===== src/rtl/mem_port_arbiter.sv =====
// mem_port_arbiter: shares one single-port memory between the fetch (I) and MEM-stage (D)
// ports through a req/gnt/rvalid handshake, data side first because it is the older instruction.
// Optional build macro ARB_PERF_EN adds saturating stall-cycle counters perf_stall_f/perf_stall_m.
module mem_port_arbiter #(
    parameter int unsigned AW = 32,
    parameter int unsigned DW = 32
) (
    input  logic            clk,
    input  logic            reset,
    input  logic            i_req,
    input  logic [AW-1:0]   i_addr,
    output logic [DW-1:0]   i_rdata,
    output logic            i_valid,
    input  logic            d_req,
    input  logic            d_we,
    input  logic [DW/8-1:0] d_be,
    input  logic [AW-1:0]   d_addr,
    input  logic [DW-1:0]   d_wdata,
    output logic [DW-1:0]   d_rdata,
    output logic            d_valid,
    output logic            mem_req,
    output logic            mem_we,
    output logic [DW/8-1:0] mem_be,
    output logic [AW-1:0]   mem_addr,
    output logic [DW-1:0]   mem_wdata,
    input  logic            mem_gnt,
    input  logic [DW-1:0]   mem_rdata,
    input  logic            mem_rvalid,
    output logic            stall_f,
`ifdef ARB_PERF_EN
    output logic            stall_m,
    output logic [31:0]     perf_stall_f,
    output logic [31:0]     perf_stall_m
`else
    output logic            stall_m
`endif
);

    localparam int unsigned BW = DW / 8;

    typedef enum logic [1:0] {
        IDLE  = 2'd0,
        ISSUE = 2'd1,
        WAIT  = 2'd2,
        DONE  = 2'd3
    } state_t;

    state_t state;
    state_t stateNext;
    logic   ownerD;
    logic   loadD;
    logic   loadI;
    logic   memReqNext;
    logic   iValidNext;
    logic   dValidNext;

    // State register
    always_ff @(posedge clk) begin
        if (reset) begin
            state <= IDLE;
        end else begin
            state <= stateNext;
        end
    end

    // Next-state: one access in flight, DONE always falls back to IDLE without sampling requests
    always_comb begin
        stateNext = state;
        case (state)
            IDLE:    if (d_req || i_req) stateNext = ISSUE;
            ISSUE:   if (mem_gnt)        stateNext = WAIT;
            WAIT:    if (mem_rvalid)     stateNext = DONE;
            DONE:                        stateNext = IDLE;
            default:                     stateNext = IDLE;
        endcase
    end

    // Output decode: next values for the registered memory-side and completion outputs
    always_comb begin
        loadD      = 1'b0;
        loadI      = 1'b0;
        memReqNext = 1'b0;
        iValidNext = 1'b0;
        dValidNext = 1'b0;
        if (state == IDLE) begin
            loadD = d_req;
            loadI = ~d_req & i_req;
        end
        if (state == WAIT && mem_rvalid) begin
            iValidNext = ~ownerD;
            dValidNext = ownerD;
        end
        memReqNext = (stateNext == ISSUE);
    end

    // Request latch, owner tracking, response capture and valid pulses
    always_ff @(posedge clk) begin
        if (reset) begin
            ownerD    <= 1'b0;
            mem_req   <= 1'b0;
            mem_we    <= 1'b0;
            mem_be    <= '0;
            mem_addr  <= '0;
            mem_wdata <= '0;
            i_valid   <= 1'b0;
            d_valid   <= 1'b0;
            i_rdata   <= '0;
            d_rdata   <= '0;
        end else begin
            mem_req <= memReqNext;
            i_valid <= iValidNext;
            d_valid <= dValidNext;
            if (loadD) begin
                ownerD    <= 1'b1;
                mem_we    <= d_we;
                mem_be    <= d_be;
                mem_addr  <= d_addr;
                mem_wdata <= d_wdata;
            end else if (loadI) begin
                ownerD    <= 1'b0;
                mem_we    <= 1'b0;
                mem_be    <= {BW{1'b1}};
                mem_addr  <= i_addr;
            end
            if (iValidNext) i_rdata <= mem_rdata;
            if (dValidNext) d_rdata <= mem_rdata;
        end
    end

    // Pipeline stalls: held until the owning access completes
    assign stall_f = i_req & ~i_valid;
    assign stall_m = d_req & ~d_valid;

`ifdef ARB_PERF_EN
    // Saturating stall-cycle counters
    always_ff @(posedge clk) begin
        if (reset) begin
            perf_stall_f <= '0;
            perf_stall_m <= '0;
        end else begin
            if (stall_f && perf_stall_f != 32'hFFFF_FFFF) perf_stall_f <= perf_stall_f + 32'd1;
            if (stall_m && perf_stall_m != 32'hFFFF_FFFF) perf_stall_m <= perf_stall_m + 32'd1;
        end
    end
`endif

endmodule


===== config.mk =====
export PLATFORM = sky130hd
export DESIGN_NAME = mem_port_arbiter
export DESIGN_NICKNAME = d
export VERILOG_FILES = /design/src/rtl/mem_port_arbiter.sv
export SDC_FILE = /design/constraint.sdc
export NUM_CORES = 1
export LEC_CHECK = 0
export ABC_AREA = 1
export BUFFER_PORTS_ARGS = -buffer_cell sky130_fd_sc_hd__buf_4
export CORE_ASPECT_RATIO = 0.5
export CORE_MARGIN = 4
export CORE_UTILIZATION = 30
export CTS_CLUSTER_SIZE = 25
export DETAILED_ROUTE_END_ITERATION = 6
export MAX_ROUTING_LAYER = met4
export SLEW_MARGIN = 10
export SYNTH_ARGS = -nofsm -noshare
export SYNTH_HDL_FRONTEND = slang
export SYNTH_SLANG_ARGS = --single-unit

===== constraint.sdc =====
create_clock -name clk -period 2.9 [get_ports clk]
set_input_delay 0 -clock clk [delete_from_list [all_inputs] [get_ports clk]]
set_output_delay 0 -clock clk [all_outputs]
set_load 0.05 [all_outputs]

=== Word level (Yosys, flattened, before mapping) ===
Cells that the tools add are included.

* Register bits: 139
* Bits of input ports: 139
* Output and inout bits: 138
* Logic and storage cells: 41

* Eq/ne operators: 4
* Muxes and demuxes: 15
* Bitwise gates (word level): 7
* Reduce and logical (&&, ||, !) cells: 4

{| class="wikitable"
|+ Operators by type and width
! cell !! count
|-
| $mux 32 || 2
|-
| $mux 4 || 2
|-
| $pmux 2 s4 || 1
|-
| $mux 1 || 7
|-
| $mux 2 || 3
|-
| $eq 2x1->1 const B || 2
|-
| $eq 2x2->1 const B || 2
|-
| $not 1->1 || 4
|-
| $and 1x1->1 || 3
|-
| $logic_not 2->1 || 1
|-
| $reduce_bool 2->1 || 1
|-
| $logic_and 1x1->1 || 1
|-
| $logic_or 1x1->1 || 1
|}

=== Depth between registers and ports, before layout ===
Gate-level depths: netlist (run 1).

* Depth in word-level cells: 5
* Gate-level depth with buffers: 7
* Gate-level depth less buffers: 6

=== Worst setup path before layout (run 1) ===
No wires, ideal clock.

* Kind: flip-flop to flip-flop
* Start: reg state[0]
* End: reg mem_wdata[12]
* Library setup time: 0.114 ns
* Data arrival time: 1.110 ns
* Data required time: 2.786 ns
* Path slack: 1.676 ns
* Stages on the path, launching flop included: 7
* Buffers on the path: 2
* Period minus slack after synthesis: 1.224 ns
* Cells stage by stage: dfxtp_1 nor2_4 nand2_2 buf_2 buf_4 o21ai_1 nor2_1

* Word-level cells in the longest chain between the ends: 2

{| class="wikitable"
|+ Ends and longest elaborated chain
! what !! line !! text
|-
| start: declaration || 48 || <nowiki>state_t state;</nowiki>
|-
| start signal: assignment || 62 || <nowiki>state <= stateNext;</nowiki>
|-
| $logic_not 2->1 || 85 || <nowiki>if (state == IDLE) begin</nowiki>
|-
| $mux 1 || 85 ||
|-
| end signal: assignment || 118 || <nowiki>mem_wdata <= d_wdata;</nowiki>
|-
| end: declaration || 25 || <nowiki>output logic [DW-1:0] mem_wdata,</nowiki>
|}

Every way passes these cells.
A chain may end at the register's enable or synchronous reset.

=== Worst setup path after layout (run 1) ===
* Start: reg state[0]
* End: reg mem_addr[18]

* Word-level cells in the longest chain between the ends: 3
* Elaborated cells between the ends (all ways): 5
* Those cells by class: 3 x mux; 2 x reduce/logical

{| class="wikitable"
|+ Ends and longest elaborated chain
! what !! line !! text
|-
| $logic_not 2->1 (*) || 85 ||
|-
| $mux 1 || 85 ||
|-
| $mux 32 / $reduce_bool 2->1 (equally long branches) || - ||
|-
| end signal: assignment || 117 || <nowiki>mem_addr <= d_addr;</nowiki>
|-
| end signal: assignment || 123 || <nowiki>mem_addr <= i_addr;</nowiki>
|-
| end: declaration || 24 || <nowiki>output logic [AW-1:0] mem_addr,</nowiki>
|}

Mark *: on every way between the ends. The rest lies on a longest branch, timed or not.

==> results.md, run 1 <==
- Worst Reg2Reg Path Length in Cells: 7
- Worst r2r dst: mem_addr[18]$_SDFFE_PP0P_
- Area Overhead vs Synth: 69.9%
- Mapped Cells: 824
- Routed Antenna Nets: 0
- Core outline area: around 19000 um2
- Rel. slew slack: 24.9%
- Slew Limit Fails: 0
- R2r setup slk: between 300 and 400 ps
- Register area share after synthesis: a little under half
- CP Class: reg2reg
- Syn. warnings: 0
- CP startpoint kind: flip-flop
- Post-Route Setup TNS: 0 ps
- Via Count: 6748
- Layout cells sized above 1: 26.9%
- CP endpoint: mem_addr[18]$_SDFFE_PP0P_
- Setup crit start: state[0]$_SDFF_PP0_
- CP Max Fanout: 40
- GP Congestion: slightly above 0.8
- CP Capture Type: flip-flop
- Critical path arrival: 2880 ps
- CTS tree: yes
- Fmax: 390 MHz
- Clock sink count: about 140
- Vias in the first global route: 6855
- Setup Fix Bufs, Post-CTS: 0
- Maxcap violations: 0
- Die area: roughly 22000 um2
- Detailed placer's ending HPWL: 14200 um
- Final setup fails: 0
- Met3 wire length: 961 um
- Routed WL per cell: 15.0 um
- Synth Cell Area: ~5800 um2
- H-Tree Level Count: 4
- Yosys reg bits: 139
- Placed cells: 1303
- Worst-margin pin slew: 1120 ps
- Mean Syn Cell Area: between 7 and 8 um2
- CP Data Required Time: 3220 ps
- Nets: approximately 1300
- Grt total ovfl: 0
- I/O Buffers: around 280
- Initial core utilization: a little under a third
- Static leakage: 0.00473 uW
- # DRC: 0
- Outcome: finished, final reports clean
- Hold_sp: reset
- Final cell count without fillers: 1468
- Final Hold Vio Count: 0
- GRT Resource Usage Total: 20.2%
- Min-Delay Path Class: in2reg
- Tmin final: 2560 ps
- # resized after CTS: 0
- Clock-pin slew on the worst setup and hold paths: about 70 ps
- R2r startpoint: state[0]$_SDFF_PP0_
- Pre-antenna DRT Iters: 5
- Number of buffers created by CTS: 17
- Part of the cycle the worst path needs: 88.4%
- Initial antenna violation count: 0
- Avg Vias per Cell: 4.60
- Clock Tree Buf Depth: 2
- RSZ-0062 raised after global routing: false
- Worst Hold Path Cells: 4
- Largest net degree at the start of global routing: 69
- DR top layer: met4
- Synth Net Count: a little under 1000
- # diodes: 0
- Cell area power density: 634 nW/um2
- I/O Pins: ~280
- CTS root buffer: clkbuf_16
- Worst VDD drop: 0.000365 V
- Die W: 205 um
- WL final: 22000 um
- Row count: 35
- First-pass GRT wire length: 34400 um
- Layout Skew: 11.9 ps
- Initial DRC Count: 357
- Die height: 107 um
- FILL cells: around 1800
- Clk_lat worst skew: about 400 ps
- WL met2: 11100 um
- Met1 wire length: roughly 9000 um
- Synth cell types: 23
==> kinds of logic after synthesis <==
group / synth area share [%]
AOI/OAI and AO/OA: 9.34
buffers and inverters: 12.4
DFF: 47.8
and+or+nand+nor: 30.5
==> cells in the mapped netlist (all sizes together) <==
library cell  count  area, um2
and2              1       6.26
inv             107        402
clkbuf           28        105
a21oi            71        355
o21ai            37        189
nand2           135        509
nor3              1       5.00
nand3            66        330
nand3b            1       7.51
buf              38        210
clkinv            1       3.75
dfxtp           139       2780
nand4            64        400
nor2            135        519
==> layer usage <==
layer	vias up	track usage (%)
met5	-	-
met4	0	9.93
met3	58	4.18
met2	201	35.1
met1	3115	22.3
li1	3374	-
==> worst min path at each step <==
| stage | end | slack [ps] |
|---|---|---|
| 2_1_floorplan | mem_we$_SDFFE_PP0P_ | 140 |
| 3_3_place_gp | mem_wdata[16]$_SDFFE_PP0P_ | 230 |
| 3_5_place_dp | mem_wdata[18]$_SDFFE_PP0P_ | 240 |
| 4_1_cts | mem_wdata[18]$_SDFFE_PP0P_ | 150 |
| 5_1_grt | mem_wdata[29]$_SDFFE_PP0P_ | 180 |
| 6_report | mem_wdata[23]$_SDFFE_PP0P_ | 160 |
==> flip-flops by register name, summed over array words and instances, names as in the netlist <==
signal     cells
d_valid        1
mem_we         1
state          2
mem_be         4
mem_wdata     32
i_rdata       32
i_valid        1
d_rdata       32
mem_req        1
ownerD         1
mem_addr      32
==> critical path, stage by stage (launching register included) <==
cell and delay, ps:
dfxtp_1 370, nor2_4 260, o21ai_4 350, inv_2 550
nand3_1 180, dlygate4sd3_1 620, nand2_1 80, inv_1 40
==> timing repair <==
action,4_1_cts,5_1_grt
endpoints found under the setup margin,0,0
hold buffers,134,0
endpoints found under the hold margin,136,0
==> power breakdown <==
part	leakage, uW	switching, uW	total [uW]	internal, uW
clock network	0.000263	892	2090	1190
registers	0.00114	107	2200	2090
logic	0.00333	1270	1990	715
==> metrics by stage <==
step / total power (uW) / hold slack (ps) / utilization, % / setup slack (ps) / area [um2]
after floorplan: 3410 / 143 / - / 1680 / 5830
after global placement: 3980 / 235 / 42.7 / 870 / 7990
after detailed placement: 4000 / 245 / 42.7 / 795 / 7990
after CTS: 6320 / 150 / 52.8 / 405 / 9900
after global routing: 6600 / 183 / 52.8 / 153 / 9900
final: 6270 / 163 / 52.8 / 337 / 9900
==> layout by cell type, fill, tap and decap left out <==
cell type	instances
nand2_1	134
nor2_1	132
nor3_1	1
bufinv_16	1
clkinv_4	4
clkinvlp_4	4
and2_1	1
inv_1	105
nand3_1	66
nor2_2	1
inv_6	5
dlygate4sd3_1	134
o21ai_4	1
o21ai_1	10
nand4_1	64
a21oi_1	71
dfxtp_1	139
clkbuf_16	17
nor2_4	2
inv_2	3
buf_4	286
o21ai_0	26
nand3b_1	1
nand2_2	1
==> layout make-up <==
| cell class | instances | area [um2] | area share (%) |
|---|---|---|---|
| repair buffers | 420 | 3490 | 35.2 |
| flip-flops and latches | 139 | 2780 | 28.1 |
| multi-input cells | 511 | 2330 | 23.6 |
| clock buffers | 17 | 425 | 4.30 |
| inverters | 108 | 405 | 4.10 |
| well taps | 259 | 324 | 3.27 |
| clock inverters | 14 | 139 | 1.40 |
Note: power is estimated with default switching activity, not from simulation.
==> run 2: changes to the inputs <==
--- a/config.mk
+++ b/config.mk
@@ -5,14 +5,14 @@
 export SDC_FILE = /design/constraint.sdc
 export NUM_CORES = 1
 export LEC_CHECK = 0
-export ABC_AREA = 1
+export ABC_AREA = 0
 export BUFFER_PORTS_ARGS = -buffer_cell sky130_fd_sc_hd__buf_4
 export CORE_ASPECT_RATIO = 0.5
 export CORE_MARGIN = 4
 export CORE_UTILIZATION = 30
 export CTS_CLUSTER_SIZE = 25
 export DETAILED_ROUTE_END_ITERATION = 6
-export MAX_ROUTING_LAYER = met4
+export SKIP_LAST_GASP = 1
 export SLEW_MARGIN = 10
 export SYNTH_ARGS = -nofsm -noshare
 export SYNTH_HDL_FRONTEND = slang
==> run 2 against run 1 <==
Core utilization up 0.81 points; sequential share of layout area up 1.6 points; final area down 5.3%; via count down 19%; worst setup slack better by 740 ps; synthesized area down 7.5%; synthesized cell count down 30%; non-clock buffer count down 5; count of clock-buffer cells in the layout up 2; first-iteration DRC count down 42%; critical endpoint is now mem_wdata[18]$_SDFFE_PP0P_; largest power group unchanged; highest routed layer unchanged.
==> results.md, run 2 <==
- GRT Resource Usage Total: 17.6% (was 20.2%)
- Via Count: 5448 (was 6748)
- Layout cells sized above 1: 34.1% (was 26.9%)
- Clk_lat worst skew: 410 ps (about the same)
- CP cell instances: nor3b_4 > buf_12 > mux2i_1 > nor2_1 (was nor2_4 > o21ai_4 > inv_2 > nand3_1 > dlygate4sd3_1 > nand2_1 > inv_1)
- Synth area leader: dfxtp_1 (unchanged)
- Mapped Cells: 577 (was 824)
- Cell area power density: 583 nW/um2 (was 634 nW/um2)
- Tmin final: 1820 ps (was 2560 ps)
- Post-synthesis async set-or-reset flop share: 0% (unchanged)
- Top_reg_cell synth: dfxtp_1 (unchanged)
- Synth Net Count: 716 (was 963)
- Vias in the first global route: 5649 (was 6855)
- Die height: 103 um (was 107 um)
- # diodes: 0 (unchanged)
- Area contributors post-synth: dfxtp_1 (52%), mux2i_1 (12%), a21oi_1 (9.2%), nand2_1 (9.2%), a211oi_1 (3.3%) (was dfxtp_1 (48%), nand2_1 (8.6%), nor2_1 (8.5%), nand4_1 (6.9%), inv_1 (6.8%))
- # resized after CTS: 0 (unchanged)
- Area Overhead vs Synth: 74.0% (was 69.9%)
- Post-route cell area: 9380 um2 (was 9900 um2)
- First-pass GRT wire length: 28900 um (was 34400 um)
- Most frequent cell after synthesis: dfxtp_1 (unchanged)
- Mean Syn Cell Area: 9.34 um2 (was 7.07 um2)
- Row count: 34 (was 35)
- R2r startpoint: state[0]$_SDFF_PP0_ (unchanged)
- I/O Pins: 277 (unchanged)
- Bufs and invs on worst path: 1 (was 3)
- RSZ-0062 raised after global routing: false (unchanged)
- Pint: 3740 uW (was 4000 uW)
- Final setup fails: 0 (unchanged)
- Syn. warnings: 0 (unchanged)
- Hold_buf cts: 129 (was 134)
- Die area: 20300 um2 (was 21800 um2)
- Initial antenna violation count: 0 (unchanged)
- CP startpoint kind: flip-flop (unchanged)
- Nets: 1100 (was 1336)
- GP Congestion: 0.809 (was 0.810)
- Commonest cells after routing, fill and taps aside: buf_4 (284), dfxtp_1 (139), nand2_1 (132) (was buf_4 (286), dfxtp_1 (139), nand2_1 (134), dlygate4sd3_1 (134), nor2_1 (132))
- Clock sink count: 139 (unchanged)
- Maxcap violations: 0 (unchanged)
- Setup Fix Bufs, Post-CTS: 0 (unchanged)
- Worst VDD drop: 0.000386 V (was 0.000365 V)
- Routed Antenna Nets: 0 (unchanged)
- Synth cell types: 33 (was 23)
- Die W: 198 um (was 205 um)
- Delay-heaviest family, CP: simple AND/OR/NAND/NOR gates (was buffers and inverters)
- Layout Skew: 8.66 ps (was 11.9 ps)
- Sw Pwr: 1720 uW (was 2270 uW)
- Clock Tree Buf Depth: 2 (unchanged)
- Register area share after synthesis: 51.6% (was 47.8%)
- Pre-antenna DRT Iters: 4 (was 5)
- Avg Vias per Cell: 4.51 (was 4.60)
- WL final: 18500 um (was 22000 um)
- Number of buffers created by CTS: 17 (unchanged)
- Commonest non-fill, non-tap cell in the layout: buf_4 (unchanged)
- Hold_sp: d_addr[3] (was reset)
- Setup crit start: state[0]$_SDFF_PP0_ (unchanged)
- Routed WL per cell: 15.3 um (was 15.0 um)
- CTS tree: yes (unchanged)
- CTS root buffer: clkbuf_16 (unchanged)
- Slowest CP cell: nor3b_4 (was dlygate4sd3_1)
- Core outline area: 17500 um2 (was 18700 um2)
- Worst-margin pin slew: 839 ps (was 1120 ps)
- CP Data Required Time: 3190 ps (was 3220 ps)
- EDFF count, synth: 0 (unchanged)
- Rel. slew slack: 44.1% (was 24.9%)
- CP Class: reg2reg (unchanged)
- I/O Buffers: 276 (unchanged)
- Synth Cell Area: 5390 um2 (was 5830 um2)
- Initial core utilization: 30.8% (was 31.1%)
- Part of the cycle the worst path needs: 62.7% (was 88.4%)
- Yosys reg bits: 139 (unchanged)
- Combinational Power Share: 24.3% (was 31.7%)
- Area post-placement: 7520 um2 (was 7990 um2)
- Critical path arrival: 2110 ps (was 2880 ps)
- Synth top area share: 51.6% (was 47.8%)
- Detailed placer's ending HPWL: 12100 um (was 14200 um)
- Switching Fraction: 31.5% (was 36.2%)
- Final Hold Vio Count: 0 (unchanged)
- Grt total ovfl: 0 (unchanged)
- Largest net degree at the start of global routing: 76 (was 69)
- Slew Limit Fails: 0 (unchanged)
- Fmax: 550 MHz (was 390 MHz)
- Static leakage: 0.00411 uW (was 0.00473 uW)
- CP Capture Type: flip-flop (unchanged)
- CP Max Fanout: 23 (was 40)
- H-Tree Level Count: 4 (unchanged)
- Clock-pin slew on the worst setup and hold paths: 60 ps (was 70 ps)
- Post-Route Setup TNS: 0 ps (unchanged)
- CP max stage delay: 680 ps (was 620 ps)
- Clock network power share: 37.2% (was 33.2%)
- Top cells by count, synth: dfxtp_1 (139), nand2_1 (132), a21oi_1 (99) (was dfxtp_1 (139), nand2_1 (134), nor2_1 (132))
- Outcome: finished, final reports clean (unchanged)
- Register share of total power: 38.5% (was 35.1%)
- Initial DRC Count: 207 (was 357)
- Min-Delay Path Class: in2reg (unchanged)
- # DRC: 0 (unchanged)
run 2: cell count changes after synthesis, sizes merged, moves of 4 or more:
cell | before | now
nand4 | 64 | 0
nor2 | 135 | 39
inv | 107 | 2
mux2i | 0 | 64
a21oi | 71 | 99
o21ai | 37 | 2
o221a | 0 | 4
clkbuf | 28 | 14
nand3 | 66 | 0
a211oi | 0 | 33
run 2: power by group through the flow:
stage               logic, uW  registers, uW  clock network (uW)
floorplan                 390           2530                   0
global placement         1170           2140                   0
detailed placement       1180           2140                   0
CTS                      1330           2100                2120
global route             1400           2120                2200
finish                   1330           2100                2030
run 2: per-stage QoR:
stage | instances | util, % | hold slack (ps) | setup slack (ps) | power, uW
2_1_floorplan | 577 | - | 136 | 1640 | 2920
3_3_place_gp | 1047 | 43.0 | 231 | 1120 | 3310
3_5_place_dp | 1047 | 43.0 | 241 | 1060 | 3320
4_1_cts | 1208 | 53.6 | 1.36 | 1060 | 5550
5_1_grt | 1208 | 53.6 | 7.16 | 921 | 5720
6_report | 1208 | 53.6 | 7.81 | 1080 | 5470
run 2: layout make-up:
class / count / area (um2)
repair buffers: 415 / 3460
inverters: 2 / 7.51
flip-flops and latches: 139 / 2780
clock buffers: 19 / 453
multi-input cells: 386 / 2270
fillers: 1598 / 8110
well taps: 234 / 293
clock inverters: 13 / 108
run 2: metal layers:
layer  part of all wire [%]  GRT usage, %  wire, um
met1                     40          19.7      7450
met2                     53          33.8      9870
met3                    4.2          3.36       770
met4                    2.2          6.61       404
met5                      0             0         0
run 2: final timing paths:
| check | endpoint | slack [ps] | cells past startpoint |
|---|---|---|---|
| setup / recovery | mem_wdata[18]$_SDFFE_PP0P_ | 1080 | 4 |
| hold / removal | mem_addr[3]$_SDFFE_PP0P_ | 8 | 3 |
| setup reg to reg | mem_wdata[18]$_SDFFE_PP0P_ | 1080 | 4 |
| hold reg to reg | i_rdata[6]$_SDFFE_PP0P_ | 450 | 2 |
run 2: cell families (layout without fill, tap and decap cells):
| logic type | count (synthesis) | after routing | share of synthesized area (%) |
|---|---|---|---|
| simple gates | 183 | 183 | 14.3 |
| compound gates | 139 | 139 | 15.8 |
| flops | 139 | 139 | 51.6 |
| mux | 64 | 64 | 11.9 |
| buf+inv | 52 | 449 | 6.36 |
run 2: worst register-to-register path, stage by stage, from the launching register on:
cell	delay, ps
dfxtp_1	440
nor3b_4	680
buf_12	290
mux2i_1	240
nor2_1	50
